--- src/rtl/ascii_key_decoder_pkg.sv ---
// Shared character-code and state tables for the keypad decoder and the LCD display driver.
package ascii_key_decoder_pkg;

    // LCD character codes: decimal digits plus the error glyph.
    localparam logic [7:0] ASCII_ZERO      = 8'h30;
    localparam logic [7:0] ASCII_ONE       = 8'h31;
    localparam logic [7:0] ASCII_TWO       = 8'h32;
    localparam logic [7:0] ASCII_THREE     = 8'h33;
    localparam logic [7:0] ASCII_FOUR      = 8'h34;
    localparam logic [7:0] ASCII_FIVE      = 8'h35;
    localparam logic [7:0] ASCII_SIX       = 8'h36;
    localparam logic [7:0] ASCII_SEVEN     = 8'h37;
    localparam logic [7:0] ASCII_EIGHT     = 8'h38;
    localparam logic [7:0] ASCII_NINE      = 8'h39;
    localparam logic [7:0] ASCII_ERROR     = 8'h3A;
    localparam logic [7:0] ASCII_BACKSPACE = 8'h08;

    // Entry FSM encodings.
    localparam logic [1:0] ST_IDLE    = 2'd0;
    localparam logic [1:0] ST_COLLECT = 2'd1;
    localparam logic [1:0] ST_FULL    = 2'd2;

    // Classification of one received byte.
    typedef struct packed {
        logic       is_digit;
        logic       is_bksp;
        logic [3:0] digit;
    } key_class_t;

endpackage

--- src/rtl/ascii_digit_decode.sv ---
// Combinational classifier: one ASCII byte -> digit / backspace / other.
module ascii_digit_decode
    import ascii_key_decoder_pkg::*;
(
    input  logic [7:0] ascii_i,
    output key_class_t key_class_o
);

    // Map the byte onto the shared code table.
    always_comb begin
        // NOTE: the whole output gets a default before the case, so no path can infer a latch.
        key_class_o = '0;
        case (ascii_i)
            ASCII_ZERO, ASCII_ONE, ASCII_TWO, ASCII_THREE, ASCII_FOUR,
            ASCII_FIVE, ASCII_SIX, ASCII_SEVEN, ASCII_EIGHT, ASCII_NINE: begin
                key_class_o.is_digit = 1'b1;
                key_class_o.digit    = ascii_i[3:0];
            end
            ASCII_BACKSPACE: begin
                key_class_o.is_bksp = 1'b1;
            end
            // The error glyph is a display-only code and is never a key.
            ASCII_ERROR: begin
                key_class_o = '0;
            end
            default: begin
                key_class_o = '0;
            end
        endcase
    end

endmodule

--- src/rtl/ascii_key_decoder.sv ---
// Keypad receive end: accepts ASCII bytes, assembles up to four BCD digits (HH:MM),
// reports the last key, decode errors and entry timeouts.
module ascii_key_decoder
    import ascii_key_decoder_pkg::*;
#(
    parameter int unsigned TIMEOUT_CYCLES = 2560
) (
    input  logic        clock,
    input  logic        reset,
    input  logic [7:0]  ascii_in,
    input  logic        ascii_valid,
    output logic        ascii_ready,
    input  logic        buffer_clear,
    output logic [3:0]  key,
    output logic        key_valid,
    output logic [15:0] new_time,
    output logic [2:0]  digit_count,
    output logic        buffer_full,
    output logic        decode_error,
    output logic        timeout
);

    localparam int unsigned      CNT_W    = (TIMEOUT_CYCLES > 2) ? $clog2(TIMEOUT_CYCLES) : 1;
    localparam logic [CNT_W-1:0] CNT_LAST = CNT_W'(TIMEOUT_CYCLES - 1);

    logic [1:0]       state_q, state_d;
    logic [15:0]      new_time_q, new_time_d;
    logic [2:0]       count_q, count_d;
    logic [3:0]       key_q, key_d;
    logic             key_valid_q, key_valid_d;
    logic             decode_error_q, decode_error_d;
    logic             timeout_q, timeout_d;
    logic [CNT_W-1:0] idle_cnt_q, idle_cnt_d;

    key_class_t       key_class;
    logic             xfer;

    ascii_digit_decode u_decode (
        .ascii_i     (ascii_in),
        .key_class_o (key_class)
    );

    // Ready is dropped in reset, while the buffer is full, and while the consumer clears it.
    assign ascii_ready = !reset && (state_q != ST_FULL) && !buffer_clear;
    assign xfer        = ascii_valid && ascii_ready;

    // Next-state logic: clear beats transfer, transfer beats timeout.
    always_comb begin
        state_d        = state_q;
        new_time_d     = new_time_q;
        count_d        = count_q;
        key_d          = key_q;
        key_valid_d    = 1'b0;
        decode_error_d = 1'b0;
        timeout_d      = 1'b0;
        idle_cnt_d     = '0;

        if (buffer_clear) begin
            state_d    = ST_IDLE;
            new_time_d = '0;
            count_d    = '0;
        end else if (xfer) begin
            if (key_class.is_digit) begin
                new_time_d  = {new_time_q[11:0], key_class.digit};
                count_d     = count_q + 3'd1;
                key_d       = key_class.digit;
                key_valid_d = 1'b1;
                state_d     = (count_q == 3'd3) ? ST_FULL : ST_COLLECT;
            end else if (key_class.is_bksp) begin
                // Backspace on an empty buffer is silently dropped.
                if (count_q != 3'd0) begin
                    new_time_d = {4'h0, new_time_q[15:4]};
                    count_d    = count_q - 3'd1;
                    if (count_q == 3'd1) begin
                        state_d = ST_IDLE;
                    end
                end
            end else begin
                decode_error_d = 1'b1;
            end
        end else if (state_q == ST_COLLECT) begin
            if (idle_cnt_q == CNT_LAST) begin
                timeout_d  = 1'b1;
                new_time_d = '0;
                count_d    = '0;
                state_d    = ST_IDLE;
            end else begin
                idle_cnt_d = idle_cnt_q + 1'b1;
            end
        end
    end

    // State, buffer, idle counter and pulse registers with synchronous reset.
    always_ff @(posedge clock) begin
        // NOTE: sequential state uses non-blocking assignments so every register samples pre-edge values.
        if (reset) begin
            state_q        <= ST_IDLE;
            new_time_q     <= '0;
            count_q        <= '0;
            key_q          <= '0;
            key_valid_q    <= 1'b0;
            decode_error_q <= 1'b0;
            timeout_q      <= 1'b0;
            idle_cnt_q     <= '0;
        end else begin
            state_q        <= state_d;
            new_time_q     <= new_time_d;
            count_q        <= count_d;
            key_q          <= key_d;
            key_valid_q    <= key_valid_d;
            decode_error_q <= decode_error_d;
            timeout_q      <= timeout_d;
            idle_cnt_q     <= idle_cnt_d;
        end
    end

    assign key          = key_q;
    assign key_valid    = key_valid_q;
    assign new_time     = new_time_q;
    assign digit_count  = count_q;
    assign buffer_full  = (count_q == 3'd4);
    assign decode_error = decode_error_q;
    assign timeout      = timeout_q;

endmodule

--- config.mk ---
export PLATFORM = sky130hd
export DESIGN_NAME = ascii_key_decoder
export DESIGN_NICKNAME = d
export VERILOG_FILES = /design/src/rtl/ascii_key_decoder_pkg.sv /design/src/rtl/ascii_digit_decode.sv /design/src/rtl/ascii_key_decoder.sv
export SDC_FILE = /design/constraint.sdc
export NUM_CORES = 1
export LEC_CHECK = 0
export CAP_MARGIN = 20
export CORE_ASPECT_RATIO = 2
export CORE_MARGIN = 3
export CORE_UTILIZATION = 45
export CTS_CLUSTER_SIZE = 24
export DETAILED_ROUTE_END_ITERATION = 12
export GPL_ROUTABILITY_DRIVEN = 0
export PLACE_DENSITY_LB_ADDON = 0.08
export SLEW_MARGIN = 5
export SYNTH_ARGS = -nofsm -noshare
export SYNTH_HDL_FRONTEND = slang
export SYNTH_HIERARCHICAL = 1
export SYNTH_SLANG_ARGS = --single-unit
--- constraint.sdc ---
create_clock -name clock -period 2.6 [get_ports clock]
set_input_delay 0.39 -clock clock [delete_from_list [all_inputs] [get_ports clock]]
set_output_delay 0.39 -clock clock [all_outputs]
set_load 0.01 [all_outputs]
Yosys cells after proc, flatten, opt, wreduce, memory -nomap -nowiden
Cells that the tools add are included.
{"block": "totals", "word_cells": 77, "out_inout_bits": 28, "n_memories": 0, "inputBits": 12, "latch_bits": 0, "ram_bits": 0, "reg_bits": 40, "rom_bits": 0}
{"block": "op_classes", "n_reduce_logical": 17, "eq_ne": 20, "n_bitwise": 3, "shifts": 0, "add_sub_neg": 3, "mul": 0, "order_cmp": 0, "div": 0, "n_mux": 26}
{"op": "2-to-1 mux 16 bit", "n": 6}
{"op": "== test 8 x 6 -> 1 bit, second input constant", "n": 10}
{"op": "2-to-1 mux 3 bit", "n": 6}
{"op": "2-to-1 mux 2 bit", "n": 8}
{"op": "adder 12 x 1 -> 12 bit, second input constant", "n": 1}
{"op": "== test 12 bit, second input constant", "n": 1}
{"op": "OR reduction 10 bit", "n": 1}
{"op": "== test 8 x 4 -> 1 bit, second input constant", "n": 1}
{"op": "OR reduction 4 bit", "n": 2}
{"op": "inequality test 3 x 2 -> 1 bit, second input constant", "n": 2}
{"op": "2-to-1 mux 1 bit", "n": 5}
{"op": "AND reduction 5 bit", "n": 1}
{"op": "OR reduction 5 bit", "n": 1}
{"op": "2-to-1 mux 4 bit", "n": 1}
{"op": "AND reduction 4 bit", "n": 1}
{"op": "nonzero test 2 bit", "n": 2}
{"op": "adder 3 x 1 -> 3 bit, second input constant", "n": 1}
{"op": "== test 3 x 1 -> 1 bit, second input constant", "n": 1}
{"op": "== test 3 x 2 -> 1 bit, second input constant", "n": 1}
{"op": "== test 3 bit, second input constant", "n": 1}
{"op": "logical AND 1 bit", "n": 3}
{"op": "inequality test 3 bit, second input constant", "n": 1}
{"op": "inverter 1 bit", "n": 3}
{"op": "AND reduction 3 bit", "n": 1}
{"op": "other kinds (7)", "n": 8}

Longest topological paths before layout
{"block": "logic_depth", "ltp_word": 6, "depth_mapped": 8, "ltp_nobuf": 7}

Modules after synthesis
Netlist, hierarchy kept.
{"module": "ascii_key_decoder", "area_each_um2": 1798.0, "seq_area_each_um2": 800.8, "cells_each": 194, "instances": 1}
{"module": "ascii_digit_decode", "area_each_um2": 78.8, "seq_area_each_um2": 0.0, "cells_each": 11, "instances": 1}

Worst setup path before layout
Ideal clock, no wire load.
{"block": "synth_timing", "kind": "in2reg", "startpoint": "input port ascii_in[1]", "endpoint": "register new_time_q[0] (netlist: new_time[0])", "setup_ns": 0.072, "required_time_ns": 2.528, "path_buffers": 1, "slack_ns": 0.278, "stages": 7, "arrival_ns": 2.250, "cell_sequence": "or2_2 -> a21oi_1 -> nor4b_4 -> a2111o_2 -> nand2_4 -> buf_6 -> mux2i_1"}
{"item": "start: declaration", "line_no": "ascii_key_decoder.sv:10", "text": "input logic [7:0] ascii_in,"}
{"item": "end signal: assignment", "line_no": "ascii_key_decoder.sv:107", "text": "new_time_q <= new_time_d;"}
{"item": "end: declaration", "line_no": "ascii_key_decoder.sv:27", "text": "logic [15:0] new_time_q, new_time_d;"}

==> impl_metrics.json <==
{
  "yosysSeqAreaShare_pct": 42.7,
  "ys.flop_type": "dfxtp_1",
  "vias": 1652,
  "synth_top_area_share_pct": 42.7,
  "leakagePower_uw": 0.000807,
  "finalSetupTns_ps": 0,
  "numCtsBuffers": 5,
  "power_uw": 1100,
  "clock_latency_ps": 290,
  "rsz0062_at_grt": "false",
  "syn_area_um2": 1880,
  "switchingPower_uw": 239,
  "fin_skew_ps": 4.57,
  "cts_setup_buffers": 0,
  "clock_sinks": 40,
  "p_seq_share_pct": 55.9,
  "crit_arrival_ps": 2670,
  "fp.dieH_um": 97.3,
  "clockBufferDepth": 2,
  "drive_gt1_share_pct": 12.1,
  "cts_resized": 0,
  "firstDrtPassIters": 4,
  "power_density_nw_per_um2": 444,
  "intPower_uw": 857,
  "dp_hpwl_mm": 3.53,
  "synth_area_leaders": "dfxtp_1 43%, mux2i_1 6.4%, a22oi_1 5.6%, nor2_1 5.2%, nand2_1 4.8%",
  "hold_violations": 0,
  "cp-start-kind": "input port",
  "fin_crit_ps": 2450,
  "grt_pass1_vias": 1699,
  "criticalPathCategory": "in -> reg",
  "combPwrFrac_pct": 5.4,
  "grt_pass1_wl_mm": 7.68,
  "nFillCells": 393,
  "core-area_um2": 3920,
  "drtAntennaViolNets": 0,
  "required_ps": 2820,
  "swShare_pct": 21.8,
  "drt_iter0_markers": 26,
  "maxCapViolCount": 0,
  "drc": 0,
  "io_buffer_count": 39,
  "worstPathMaxFanout": 14,
  "clk_pin_slew_ps": 80,
  "synthArstFlopShare_pct": 0,
  "min_period_over_period_pct": 94.2,
  "grt_max_degree": 24,
  "overflow": 0,
  "synth_edf_count": 0,
  "yosysMostFrequentCell": "dfxtp_1",
  "timing.fmax_mhz": 408,
  "syn-instance-count": 205,
  "ctsRootBufferMaster": "clkbuf_8",
  "antenna_found_initial": 0,
  "cts_tree": "built",
  "max_slew_margin_pct": 72.5,
  "netlist-cell-type-count": 46,
  "layout.nets": 274,
  "n_antenna_cell": 0,
  "hold_class": "reg -> reg",
  "wire_per_inst_um": 14.9,
  "syn-num-nets": 223,
  "htreeDepth": 2,
  "synth_top_area_cell": "dfxtp_1",
  "wirelength_mm": 4.59,
  "initial_core_util_pct": 47.8,
  "synthTopCellsByCount": "40 x dfxtp_1, 26 x nor2_1, 24 x nand2_1, 14 x a22oi_1, 12 x mux2i_1",
  "pwr-share-clk_pct": 38.7,
  "setup_viol": 0,
  "worst_pin_slew_ps": 410,
  "final_util_pct": 63.0,
  "ir_worst_vdd_mv": 0.423,
  "die_w_um": 51.7,
  "area_growth_pct": 31.7,
  "track_usage_pct": 20.2,
  "setup.worst_path.end_class": "flip-flop",
  "status": "finished clean",
  "row_count": 32,
  "cts_hold_buf": 0,
  "synth_seq_cells": 40,
  "drv_slew": 0,
  "viasPerCell": 5.36,
  "io_pins": 40,
  "synth_warnings": 6,
  "avgSynthCellArea_um2": 9.16,
  "dieArea_um2": 5030
}
==> kinds of logic after synthesis <==
| kind of cell | Yosys count | share of synthesized area, % |
|---|---|---|
| simple gates | 85 | 23.9 |
| flops | 40 | 42.7 |
| compound gates | 37 | 14.3 |
| buf+inv | 15 | 4.13 |
| mux | 12 | 6.40 |
| xor+xnor | 10 | 4.67 |
| fa+ha+maj | 6 | 4.00 |
==> power by group through the flow <==
stage               clock, uW  combinational [uW]  sequential, uW
finish                    424                58.8             613
global route              463                63.9             613
CTS                       436                58.7             613
detailed placement          0                58.4             628
global placement            0                58.2             628
floorplan                   0                20.2             628
==> through the flow <==
step	cells	instance area, um^2	setup WS (ps)	hold WS, ps
finish	308	2470	150	458
global route	308	2470	0.0693	483
CTS	308	2470	101	457
detailed placement	300	2370	-182	448
global placement	300	2370	-127	443
floorplan	205	1880	278	426
==> flip-flops by register name (all words and copies together) (netlist names) <==
signal / cells
decode_error: 1
key_valid: 1
state_q: 2
new_time: 16
timeout: 1
key: 4
idle_cnt_q: 12
digit_count: 3
==> final timing paths <==
kind                                     from                        to  slack (ps)  cells after the start
setup / recovery                  ascii_in[0]  new_time[1]$_SDFFE_PP0P_         150                      7
setup reg to reg  digit_count[0]$_SDFFE_PP0P_  new_time[1]$_SDFFE_PP0P_         590                      7
hold / removal            key[1]$_SDFFE_PP0P_       key[1]$_SDFFE_PP0P_         460                      2
hold reg to reg           key[1]$_SDFFE_PP0P_       key[1]$_SDFFE_PP0P_         460                      2
==> area by class of cell <==
| type | instances | area, um^2 | share of cell area, % |
|---|---|---|---|
| multi-input cells | 150 | 1000 | 40.6 |
| clock inverters | 2 | 10.0 | 0.405 |
| repair buffers | 51 | 480 | 19.4 |
| flip-flops and latches | 40 | 801 | 32.4 |
| well taps | 51 | 63.8 | 2.58 |
| inverters | 8 | 31.3 | 1.27 |
| clock buffers | 6 | 82.6 | 3.34 |
==> cell usage in the layout, fill, tap and decap left out, drive strengths merged, types with 4 or more instances in the layout <==
cell / n
nor3: 4
inv: 7
mux2i: 12
ha: 6
a32oi: 4
xor2: 6
dfxtp: 40
clkdlybuf4s50: 39
xnor2: 4
nor2: 26
a22oi: 14
buf: 12
clkbuf: 6
o21ai: 5
nand3: 7
nor3b: 4
nand2: 26
a21oi: 7
==> metal layers <==
metal  GRT usage (%)  part of all wire [%]
met1            19.0                    36
met2            39.4                    58
met3            3.99                   3.6
met4            7.68                   2.1
met5               0                     0
==> worst max-delay path, cell delays in order <==
cell,delay [ps]
clkdlybuf4s50_1,410
or4_1,540
nor3_2,190
o21ai_0,160
a2111o_2,510
nand2_4,240
mux2i_1,230
(Power assumes the default switching activity.)
